==> src/rtl/count_bcd_converter.sv <==
// Serial double-dabble converter from a binary count to packed BCD digits.
// Optional leading-zero mask output enabled by COUNT_BCD_LEADING_ZERO_BLANK_EN.
module count_bcd_converter #(
  parameter int C_bits   = 32,
  parameter int C_digits = 10
) (
  input  logic                    clk,
  input  logic                    reset,
  input  logic [C_bits-1:0]       bin_in,
  input  logic                    refresh,
  output logic                    busy,
  output logic [4*C_digits-1:0]   bcd_out,
  output logic                    bcd_valid
`ifdef COUNT_BCD_LEADING_ZERO_BLANK_EN
  ,
  output logic [C_digits-1:0]     digit_blank
`endif
);

  localparam int CW = $clog2(C_bits + 1);
  localparam logic [CW-1:0] LAST_ITER = CW'(C_bits - 1);

  localparam logic [1:0] IDLE  = 2'd0;
  localparam logic [1:0] SHIFT = 2'd1;
  localparam logic [1:0] DONE  = 2'd2;

  logic [1:0]            state;
  logic [C_bits-1:0]     last_value;
  logic [C_bits-1:0]     sr;
  logic [4*C_digits-1:0] acc;
  logic [4*C_digits-1:0] adj;
  logic [CW-1:0]         cnt;
  logic                  start;

  // Requests arriving while busy are not latched; the compare against
  // last_value on return to IDLE picks up whatever value is current then.
  assign start = (bin_in != last_value) || refresh;
  assign busy  = (state == SHIFT) || (state == DONE);

  always_comb begin
    adj = acc;
    for (int i = 0; i < C_digits; i++) begin
      if (acc[4*i +: 4] >= 4'd5) begin
        adj[4*i +: 4] = acc[4*i +: 4] + 4'd3;
      end
    end
  end

  always_ff @(posedge clk) begin
    if (reset) begin
      state      <= IDLE;
      bcd_valid  <= 1'b0;
      bcd_out    <= '0;
      last_value <= '0;
      sr         <= '0;
      acc        <= '0;
      cnt        <= '0;
    end else begin
      bcd_valid <= 1'b0;
      case (state)
        IDLE: begin
          if (start) begin
            sr         <= bin_in;
            last_value <= bin_in;
            acc        <= '0;
            cnt        <= '0;
            state      <= SHIFT;
          end
        end
        SHIFT: begin
          // Overflow out of the accumulator MSB falls off the shift.
          {acc, sr} <= {adj, sr} << 1;
          cnt       <= cnt + 1'b1;
          if (cnt == LAST_ITER) begin
            state <= DONE;
          end
        end
        DONE: begin
          bcd_out   <= acc;
          bcd_valid <= 1'b1;
          state     <= IDLE;
        end
        default: state <= IDLE;
      endcase
    end
  end

`ifdef COUNT_BCD_LEADING_ZERO_BLANK_EN
  logic [C_digits-1:0] blank_next;
  logic                higher_nz;

  // Digit 0 is never blanked so a zero count still shows one "0".
  always_comb begin
    blank_next = '1;
    higher_nz  = 1'b0;
    for (int k = C_digits - 1; k >= 1; k--) begin
      higher_nz     = higher_nz | (acc[4*k +: 4] != 4'd0);
      blank_next[k] = ~higher_nz;
    end
    blank_next[0] = 1'b0;
  end

  always_ff @(posedge clk) begin
    if (reset) begin
      digit_blank <= {{(C_digits-1){1'b1}}, 1'b0};
    end else if (state == DONE) begin
      digit_blank <= blank_next;
    end
  end
`endif

endmodule
==> config.mk <==
export PLATFORM = sky130hd
export DESIGN_NAME = count_bcd_converter
export DESIGN_NICKNAME = d
export VERILOG_FILES = /design/src/rtl/count_bcd_converter.sv
export SDC_FILE = /design/constraint.sdc
export NUM_CORES = 1
export LEC_CHECK = 0
export ABC_AREA = 1
export CORE_MARGIN = 4
export CORE_UTILIZATION = 35
export DETAILED_ROUTE_END_ITERATION = 8
export GPL_TIMING_DRIVEN = 0
export SYNTH_ARGS = -nofsm -noshare
export SYNTH_HDL_FRONTEND = slang
export SYNTH_SLANG_ARGS = --single-unit
==> constraint.sdc <==
create_clock -name clk -period 2.6 [get_ports clk]
set_input_delay 0.78 -clock clk [delete_from_list [all_inputs] [get_ports clk]]
set_output_delay 0.78 -clock clk [all_outputs]
set_load 0.01 [all_outputs]
==> run summary, run 1 <==
Slew HR = 49.4%
Routability cong. = 0.829
Antenna viol nets, final = 0
Overflow after GRT = 0
Synth cell types = 25
RR Startpoint = state[1]
Gate Count Post-Synth = 1177
Via count of the routed design = 7245
R2R Setup Slk = 350 ps
Reg2reg end = cnt[4]
Buf/Inv on CP = 2
Placed cell count = 1528
Worst IR drop on VDD = 609 µV
Pin count of the biggest net entering global routing = 17
Worst R2R Path Depth = 8
Final Power = 9.49 mW
Hold Crit Class = reg2reg
Slowest cell on crit path = clkdlybuf4s50_1
Slew Limit Fails = 0
Area of the die = 24400 µm²
Dpl ws = -475 ps
Clk root buf = clkbuf_16
Layout area overhead = 22.8%
Die width = 156 µm
Starting Density = 36.1%
YS warnings = 0
Fin Hold WS = 461 ps
Adder-cell share of the synthesized area = 3.91%
Worst-path clk slew = 60 ps
Setup crit start = state[0]
Final nets = 1333
Seq cells post-synth = 153
Fin crit share = 95.8%
Post-route DRC = 0
Share of post-route cells with drive strength above 1 = 5.99%
Worst slew pin tran = 759 ps
Final worst path period need = 2490 ps
DR iter-0 viols = 367
Final Setup Violations = 0
N_diodes = 0
Non-Filler Instances = 1560
CP endpoint = busy
Multiplexer area fraction after synthesis = 0%
Crit Path Class = reg2out
Simple-gate share of the synthesized area = 30.1%
CTS tree = done
DIE HEIGHT = 156 µm
Leak = 4.17 nW
CP Data Required Time = 1820 ps
Crit path depth = 3
Post-Syn Area = 7670 µm²
Via density = 4.64
First-pass GRT wire length = 33300 µm
1st-pass router iterations = 5
Fin. Hold Viols = 0
Clock Skew = 11.6 ps
Num CTS Buffers = 17
GRT Overall Usage = 16.7%
Max Buffers Root-to-Sink = 2
Vias in the first global route = 6798
Hpwl dp = 14200 µm
Worst-path fanout max = 3
Htree depth = 4
Largest family of logic cells by synthesized area = simple AND/OR/NAND/NOR gates
Fillers = 2204
Row count = 53
Max_cap viols = 0
Average size of a mapped cell = 6.52 µm²
Mapped Nets = 1236
CP Launch Type = flop
XOR/XNOR share of the synthesized area = 1.71%
Cell family with most CP delay = buffers and inverters
Commonest non-fill, non-tap cell in the layout = nand2_1
I/O Buffers = 76
Power density cells = 1010 nW/µm²
Status = finished, final reports clean
Worst Path Arrival = 1710 ps
Cts hold-fix bufs = 0
Most frequent cells in the layout = nand2_1, nor2_1, dfxtp_1
Synth Area in Compound Gates = 14.2%
Critical Path End Type = output port
Routed wire length per instance = 12.9 µm
Core Area = 21300 µm²
Worst path max stage delay = 550 ps
TritonCTS Sinks = 153
Routed wire length = 20100 µm
Clock Latency Late Sink = 430 ps
FMAX = 401 MHz
Sequential fraction of the synthesis area = 39.9%
Critical-path cell list = inv_1 -> ha_1 -> clkdlybuf4s50_1
Final WS setup = 109 ps
I/O pin cnt = 77
Initial antenna violation count = 0
[final cells by class]
cell class	instances	area [µm²]	area share (%)
buffer	62	319	3.39
tap	275	344	3.65
inverter	130	488	5.18
sequential	153	3060	32.5
multi-input combinational	832	3870	41.1
clock inverter	9	100	1.06
timing repair buffer	78	778	8.26
clock buffer	21	460	4.89
[report_power, final]
part / internal (mW) / switching, mW
clock: 1.44 / 0.968
combinational: 1.43 / 2.22
sequential: 2.98 / 0.453
[flip-flops by register name, summed over array words and instances (netlist names)]
register and cells:
state 2, sr 32, bcd_out 40, cnt 6, last_value 32, acc 40
bcd_valid 1
[metal layers]
metal  GRT usage, %  vias up  wire [µm]
met5              0        -          0
met4           4.79        0        208
met3           3.05       12        721
met2           27.0       99       9140
met1           22.8     3254      10000
li1               -     3880          -
[repair_timing]
| item | 4_1_cts | 5_1_grt |
|---|---|---|
| resized for setup | 1 | 29 |
| pin swaps | 0 | 3 |
| buffers inserted | 0 | 2 |
| endpoints found under the hold margin | 0 | 0 |
| setup endpoints to repair | 44 | 125 |
[how the worst min path moves through the flow]
stage                  start             to  slack, ps  cells after the start
2_1_floorplan          sr[0]          sr[0]        430                      2
3_3_place_gp   last_value[0]  last_value[0]        450                      2
3_5_place_dp   last_value[0]  last_value[0]        450                      2
4_1_cts        last_value[0]  last_value[0]        460                      2
5_1_grt                sr[0]          sr[0]        490                      2
6_report               sr[0]          sr[0]        460                      2
[worst reg2reg max path, cell delays in order (launching register included)]
cell and delay [ps]:
dfxtp_1 310, inv_1 90, ha_1 220, clkbuf_1 460, buf_1 640, nand3_1 160
nand3_1 120, nand2_1 60, nor2_1 110
[Yosys cell counts (all sizes together)]
cell | count | share of area (%)
o211ai | 6 | 0.59
nand4 | 3 | 0.24
nor2 | 245 | 12
o21ai | 138 | 9.0
inv | 130 | 6.4
dfxtp | 153 | 40
a21oi | 71 | 4.6
clkbuf | 37 | 1.8
buf | 25 | 2.0
nand3 | 71 | 4.7
xnor2 | 6 | 0.68
ha | 24 | 3.9
nand3b | 1 | 0.098
or2 | 12 | 0.98
nand2 | 246 | 12
xor2 | 9 | 1.0
[cell families (layout without fill, tap and decap cells)]
logic type	after synthesis	in the layout
compound gates	215	215
fa+ha+maj	24	24
buf+inv	192	300
flops	153	153
xor+xnor	15	15
simple gates	578	578
[stage by stage]
stage / util [%] / setup TNS [ps] / area (µm²)
2_1_floorplan: - / 0 / 7670
3_3_place_gp: 41.2 / -54480 / 8780
3_5_place_dp: 41.2 / -54890 / 8780
4_1_cts: 43.9 / -19.9 / 9340
5_1_grt: 44.3 / -44.6 / 9430
6_report: 44.3 / 0 / 9430
Note: power is estimated with default switching activity, not from simulation.
==> inputs of run 2 (changes only) <==
--- a/config.mk
+++ b/config.mk
@@ -8,6 +8,7 @@
 export ABC_AREA = 1
 export CORE_MARGIN = 4
 export CORE_UTILIZATION = 35
+export CTS_BUF_LIST = sky130_fd_sc_hd__clkbuf_8
 export DETAILED_ROUTE_END_ITERATION = 8
 export GPL_TIMING_DRIVEN = 0
 export SYNTH_ARGS = -nofsm -noshare
==> run 2 against run 1 <==
Clock-buffer cell count decreased by 2. Sequential power about the same. Non-clock buffer count decreased by 1. Setup slack improved by 36 ps. Utilization decreased by 1.0 points.
==> run summary, run 2 (synthesis results as in run 1) <==
Status = finished, final reports clean
Overflow after GRT = 0 (unchanged)
Commonest non-fill, non-tap cell in the layout = nand2_1
Clock Skew = 15.7 ps (+4.12 ps)
Crit-path most repeated cell = nand2_1
Most frequent cells in the layout = nand2_1, nor2_1, dfxtp_1
I/O pin cnt = 77 (unchanged)
Antenna viol nets, final = 0 (unchanged)
Row count = 53 (unchanged)
WHS Endpoint = sr[0]
Worst IR drop on VDD = 449 µV (-26%)
Clock group share of total power = 20.1% (-5.3 points)
Final nets = 1332 (-0.075%)
Final worst path period need = 2460 ps (-36.0 ps)
Slew HR = 46.8% (-2.6 points)
Post-route DRC = 0 (unchanged)
CP Launch Type = primary input
Share of post-route cells with drive strength above 1 = 5.76% (-0.23 points)
Max_cap viols = 0 (unchanged)
Worst slew pin tran = 799 ps (+39.4 ps)
Final Setup Violations = 0 (unchanged)
Fin crit share = 94.4% (-1.4 points)
Power density cells = 955 nW/µm² (-5.2%)
Power Internal = 5.24 mW (-10%)
Critical-path cell list = clkdlybuf4s50_1 -> inv_1 -> nand2_1 -> nand2_1 -> nor2_1 -> nand2_1 -> nor2_2 -> nand2_1 -> nor2_4 -> nand3_4 -> nand2_4 -> buf_8 -> buf_6 -> nand2_1 -> nand2_1 -> nor2_1
Clock Latency Late Sink = 460 ps (+30 ps)
Routability cong. = 0.829 (unchanged)
Reg2reg end = cnt[4]
Critical Path End Type = flop
Fin Hold WS = 463 ps (+2.08 ps)
Hold Crit Class = reg2reg
Leak = 4.09 nW (-1.9%)
I/O Buffers = 76 (unchanged)
CTS tree = done
Layout area overhead = 19.9%
Routed wire length = 19900 µm (-0.76%)
Worst-path clk slew = 70 ps (about the same)
FMAX = 407 MHz (+1.5%)
Htree depth = 4 (unchanged)
DR iter-0 viols = 356 (-3.0%)
Fin. Hold Viols = 0 (unchanged)
Critical hold path startpoint = sr[0]
Starting Density = 36.1% (unchanged)
Core Area = 21300 µm² (unchanged)
Via density = 4.63 (-0.39%)
Seq pwr share = 39.0% (+2.8 points)
Clk root buf = clkbuf_8
Switch Pwr = 3.55 mW (-2.5%)
Hpwl dp = 14200 µm (unchanged)
WHS Path Cells = 2 (unchanged)
Worst R2R Path Depth = 8 (unchanged)
Crit Path Class = in2reg
1st-pass router iterations = 4 (-1)
Comb power frac = 40.9% (+2.5 points)
Area of the die = 24400 µm² (unchanged)
Slowest cell on crit path = clkdlybuf4s50_1
CP Data Required Time = 2950 ps (+1130 ps)
R2R Setup Slk = 320 ps (-30 ps)
TritonCTS Sinks = 153 (unchanged)
Worst path max stage delay = 510 ps (-40 ps)
Via count of the routed design = 7212 (-0.46%)
Largest regs = acc: 40 flops, bcd_out: 40 flops
First-pass GRT wire length = 33000 µm (-1.1%)
Max Buffers Root-to-Sink = 2 (unchanged)
Worst-path fanout max = 10 (+7)
Switch share = 40.4% (+2.0 points)
Final Power = 8.79 mW (-7.4%)
GRT Overall Usage = 16.5% (-0.14 points)
Vias in the first global route = 6738 (-0.88%)
DIE HEIGHT = 156 µm (unchanged)
Worst Path Arrival = 2800 ps (+1090 ps)
Final WS setup = 145 ps (+36.0 ps)
Slew Limit Fails = 0 (unchanged)
Dpl ws = -475 ps (unchanged)
RR Startpoint = state[1]
Routed wire length per instance = 12.8 µm (-0.70%)
Num CTS Buffers = 17 (unchanged)
Fillers = 2234 (+1.4%)
N_diodes = 0 (unchanged)
Initial antenna violation count = 0 (unchanged)
Pin count of the biggest net entering global routing = 17 (unchanged)
Die width = 156 µm (unchanged)
Cts hold-fix bufs = 0 (unchanged)
-- run 2: cell types whose count changed in the layout (fill, tap and decap cells not counted), moves of 2 or more --
cell       change
buf_2          +3
clkbuf_8      +17
clkbuf_16     -17
inv_1          +2
buf_4          -4
-- run 2: critical path, delay by kind of cell --
kind,cells,cell delay [ps]
and+or+nand+nor,12,1120
buffers and inverters,4,910
-- run 2: layer usage --
metal | GRT usage [%] | vias to the layer above | part of all wire, %
met5 | 0 | - | 0
met4 | 4.46 | 0 | 1.2
met3 | 3.50 | 17 | 3.6
met2 | 26.5 | 106 | 45
met1 | 22.7 | 3217 | 51
li1 | - | 3872 | -
-- run 2: timing repair --
item                       in CTS  in global routing
resized for setup               0                 18
buffers inserted                0                  1
setup endpoints to repair       0                115
-- run 2: final cells by class --
type / instances / area (µm²) / area share (%)
plain buffers: 62 / 300 / 3.26
inverters: 130 / 488 / 5.30
clock inverters: 11 / 108 / 1.17
well taps: 275 / 344 / 3.74
clock buffers: 19 / 262 / 2.84
multi-input cells: 832 / 3870 / 42.0
flip-flops and latches: 153 / 3060 / 33.3
repair buffers: 77 / 773 / 8.40
-- run 2: how the worst max path moves through the flow --
stage	start	end	slack, ps
floorplan	bin_in[21]	sr[11]	530
global placement	bin_in[5]	sr[27]	-470
detailed placement	bin_in[5]	sr[27]	-470
CTS	bin_in[5]	sr[10]	3
global route	bin_in[8]	sr[9]	-20
finish	bin_in[8]	sr[10]	140
-- run 2: power groups by stage --
stage	clock, mW	combinational (mW)	sequential, mW
2_1_floorplan	0	2.52	3.42
3_3_place_gp	0	3.54	3.47
3_5_place_dp	0	3.57	3.47
4_1_cts	1.82	3.60	3.42
5_1_grt	1.90	4.15	3.52
6_report	1.77	3.59	3.43
-- run 2: stage by stage --
stage	instance area [µm²]	cells	setup TNS (ps)	util, %
after CTS	9150	1558	0	43.0
after floorplan	7670	1177	0	-
final	9210	1559	0	43.2
after global routing	9210	1559	-85.9	43.2
after global placement	8780	1528	-54480	41.2
after detailed placement	8780	1528	-54890	41.2
==> inputs of run 3 (changes only) <==
--- a/config.mk
+++ b/config.mk
@@ -5,7 +5,6 @@
 export SDC_FILE = /design/constraint.sdc
 export NUM_CORES = 1
 export LEC_CHECK = 0
-export ABC_AREA = 1
 export CORE_MARGIN = 4
 export CORE_UTILIZATION = 35
 export CTS_BUF_LIST = sky130_fd_sc_hd__clkbuf_8
==> run 3 against run 2 <==
Utilization up 3.0 points. Clock skew is 3.5 ps lower. Clock power rose by 7%. Register-to-register slack lost 150 ps. Worst hold slack better by 17 ps. Final area rose by 2.9%. Die area decreased by 3.4%. Critical path depth shrank 6. Sequential share of layout area decreased by 0.94 points. Clock-buffer cell count increased by 1. Cell count fell by 23%. Synthesized cell count down 32%.
==> run summary, run 3 <==
Routed wire length = 18700 µm (-6.3%)
FMAX = 386 MHz (-5.3%)
Slew Limit Fails = 0 (unchanged)
Post-route DRC = 0 (unchanged)
Final Setup Violations = 0 (unchanged)
Multiplexer area fraction after synthesis = 13.4% (+13 points)
Critical-path cell list = dlygate4sd2_1 -> nor2b_1 -> a2111oi_4 -> nand4_1 -> buf_6 -> or4_4 -> and2_4 -> buf_6 -> buf_8 -> a22o_1
Core Area = 20500 µm² (-3.7%)
Worst Path Arrival = 2950 ps (+150 ps)
Crit Path Class = in2reg
Via count of the routed design = 5960 (-17%)
CP Launch Type = primary input
Placed Area = 8800 µm² (+0.23%)
DIE HEIGHT = 153 µm (-1.7%)
Die width = 153 µm (-1.7%)
Synth cell types = 45 (+80%)
Initial antenna violation count = 0 (unchanged)
Hold Crit Class = reg2reg
Hpwl dp = 12800 µm (-9.9%)
RSZ-0062 raised after global routing = yes
Critical Path End Type = flop
Post-synth EDFFs = 0 (unchanged)
Biggest area consumer among synthesized cells = dfxtp_1
Commonest non-fill, non-tap cell in the layout = dfxtp_1
Async SR Flop Fraction = 0% (unchanged)
Register area = 3060 µm² (unchanged)
YS warnings = 0 (unchanged)
Htree depth = 4 (unchanged)
1st-pass router iterations = 7 (+3)
Top FF cell, synth = dfxtp_1
Pin count of the biggest net entering global routing = 17 (unchanged)
Worst slew pin tran = 780 ps (-18.4 ps)
Routed wire length per instance = 15.6 µm (+22%)
Area of the multi-input gates = 4380 µm² (+13%)
GRT Overall Usage = 15.6% (-0.95 points)
Share of post-route cells with drive strength above 1 = 18.6% (+13 points)
N_diodes = 0 (unchanged)
Slowest cell on crit path = or4_4
Vias in the first global route = 5756 (-15%)
Simple-gate share of the synthesized area = 16.5% (-14 points)
Layout area overhead = 28.0%
Buf/Inv on CP = 4 (unchanged)
Sequential fraction of the synthesis area = 41.4% (+1.5 points)
Antenna viol nets, final = 0 (unchanged)
Main area contributors after synthesis = dfxtp_1, mux2i_1, nor2_1
XOR/XNOR share of the synthesized area = 3.67% (+2.0 points)
Num CTS Buffers = 17 (unchanged)
Worst-path clk slew = 90 ps (+20 ps)
Overflow after GRT = 0 (unchanged)
I/O Buffers = 76 (unchanged)
Slew HR = 48.0% (+1.2 points)
Fillers = 1988 (-11%)
Largest family of logic cells by synthesized area = simple AND/OR/NAND/NOR gates
Clk root buf = clkbuf_8
Power density cells = 775 nW/µm² (-19%)
Row count = 52 (-1.9%)
Fin crit share = 99.8% (+5.3 points)
Most frequent cells in the layout = dfxtp_1, nor2_1, mux2i_1
Placed cell count = 1145 (-25%)
I/O pin cnt = 77 (unchanged)
Area fraction of the dominant cell type after synthesis = 41.4% (+1.5 points)
Cts hold-fix bufs = 0 (unchanged)
Largest regs = acc: 40 flops, bcd_out: 40 flops
Cell area after layout = 9470 µm² (+2.9%)
Via density = 5.00 (+8.0%)
Worst-path fanout max = 10 (unchanged)
Setup TNS = 0 ps (unchanged)
Max_cap viols = 0 (unchanged)
Max Buffers Root-to-Sink = 2 (unchanged)
Crit-path most repeated cell = buf_6
Adder-cell share of the synthesized area = 4.06% (+0.15 points)
Synth Area in Compound Gates = 16.2% (+2.0 points)
Clock Latency Late Sink = 460 ps (about the same)
Most numerous cell in the Yosys netlist = dfxtp_1
Starting Density = 36.1% (+0.050 points)
Clock Skew = 12.2 ps (-3.49 ps)
Post-Syn Area = 7400 µm² (-3.6%)
Area of the die = 23500 µm² (-3.4%)
Seq cells post-synth = 153 (unchanged)
Worst path max stage delay = 580 ps (+70 ps)
TritonCTS Sinks = 153 (unchanged)
Status = finished, final reports clean
Worst IR drop on VDD = 384 µV (-15%)
Fin. Hold Viols = 0 (unchanged)
Gate Count Post-Synth = 799 (-32%)
Final nets = 969 (-27%)
Routability cong. = 0.784 (-5.4%)
Cell family with most CP delay = simple AND/OR/NAND/NOR gates
Average size of a mapped cell = 9.26 µm² (+42%)
Synth cell count leaders = dfxtp_1, nor2_1, mux2i_1
DR iter-0 viols = 288 (-19%)
Final worst path period need = 2590 ps (+139 ps)
First-pass GRT wire length = 29900 µm (-9.1%)
Non-Filler Instances = 1193 (-23%)
CTS tree = done
CP Data Required Time = 2950 ps (about the same)
Mapped Nets = 858 (-31%)
Leak = 3.65 nW (-11%)
## run 3: cell count changes in the layout (fill, tap and decap cells not counted), sizes merged, moves of 64 or more
cell,previous run,this run
o21ai,138,26
mux2i,0,72
inv,132,31
nand2,246,37
nor2,245,150
nand3,71,7
## run 3: worst paths after layout
path	slack [ps]	cells past startpoint	startpoint	end
worst max-delay path	6	10	bin_in[23]	acc[22]
worst min-delay path	480	2	sr[0]	sr[1]
worst max register to register	170	10	last_value[0]	sr[31]
worst min register to register	480	2	sr[0]	sr[1]
## run 3: metal layers
metal	share of wire, %	track usage (%)	vias to the layer above
li1	-	-	3027
met3	4.0	3.59	18
met2	46	24.6	118
met4	1.2	4.21	0
met1	49	21.6	2797
met5	0	0	-
## run 3: kinds of logic (layout without fill, tap and decap cells)
logic type                 count (synthesis)  count (layout)
AOI/OAI and AO/OA                        151             151
DFF                                      153             153
muxes                                     96              96
adders and majority gates                 24              24
buffers and inverters                     78             202
and+or+nand+nor                          266             266
xor gates and xnor gates                  31              31
## run 3: per-stage QoR
step                      util [%]  power, mW  worst slack (ps)  hold slack [ps]
after CTS                     45.7       7.33             -8.16              477
after detailed placement      42.9       5.27             -1360              467
after global placement        42.9       5.26             -1330              463
after floorplan                  -       4.69              -241              455
final                         46.2       7.34              6.36              480
after global routing          46.2       7.71             -12.1              510
## run 3: timing repair
item / in CTS / in global routing
pin swaps: 19 / 11
resized for setup: 80 / 37
endpoints found under the setup margin: 112 / 107
cloned: 1 / 0
buffers inserted: 11 / 6
## run 3: worst reg2reg max path, cell delays in order, from the launching register on
cell and delay, ps:
dfxtp_1 360, xor2_2 210, nor4_4 320, nand3_2 200, buf_6 180, nor4_4 230, buf_4 180, nor2_1 70
buf_6 160, buf_8 150, o221a_4 270
## run 3: layout make-up
type                    count  area share, %
plain buffers              47           3.14
clock buffers              20           2.91
clock inverters            12           1.49
inverters                  29           1.15
multi-input cells         568           46.2
flip-flops and latches    153           32.3
well taps                 270           3.57
repair buffers             94           9.18
## run 3: report_power, final
part | total [mW] | switching (mW) | internal [mW]
logic | 2.53 | 1.31 | 1.22
clock network | 1.90 | 0.954 | 0.943
registers | 2.92 | 0.269 | 2.65
total | 7.34 | 2.53 | 4.81
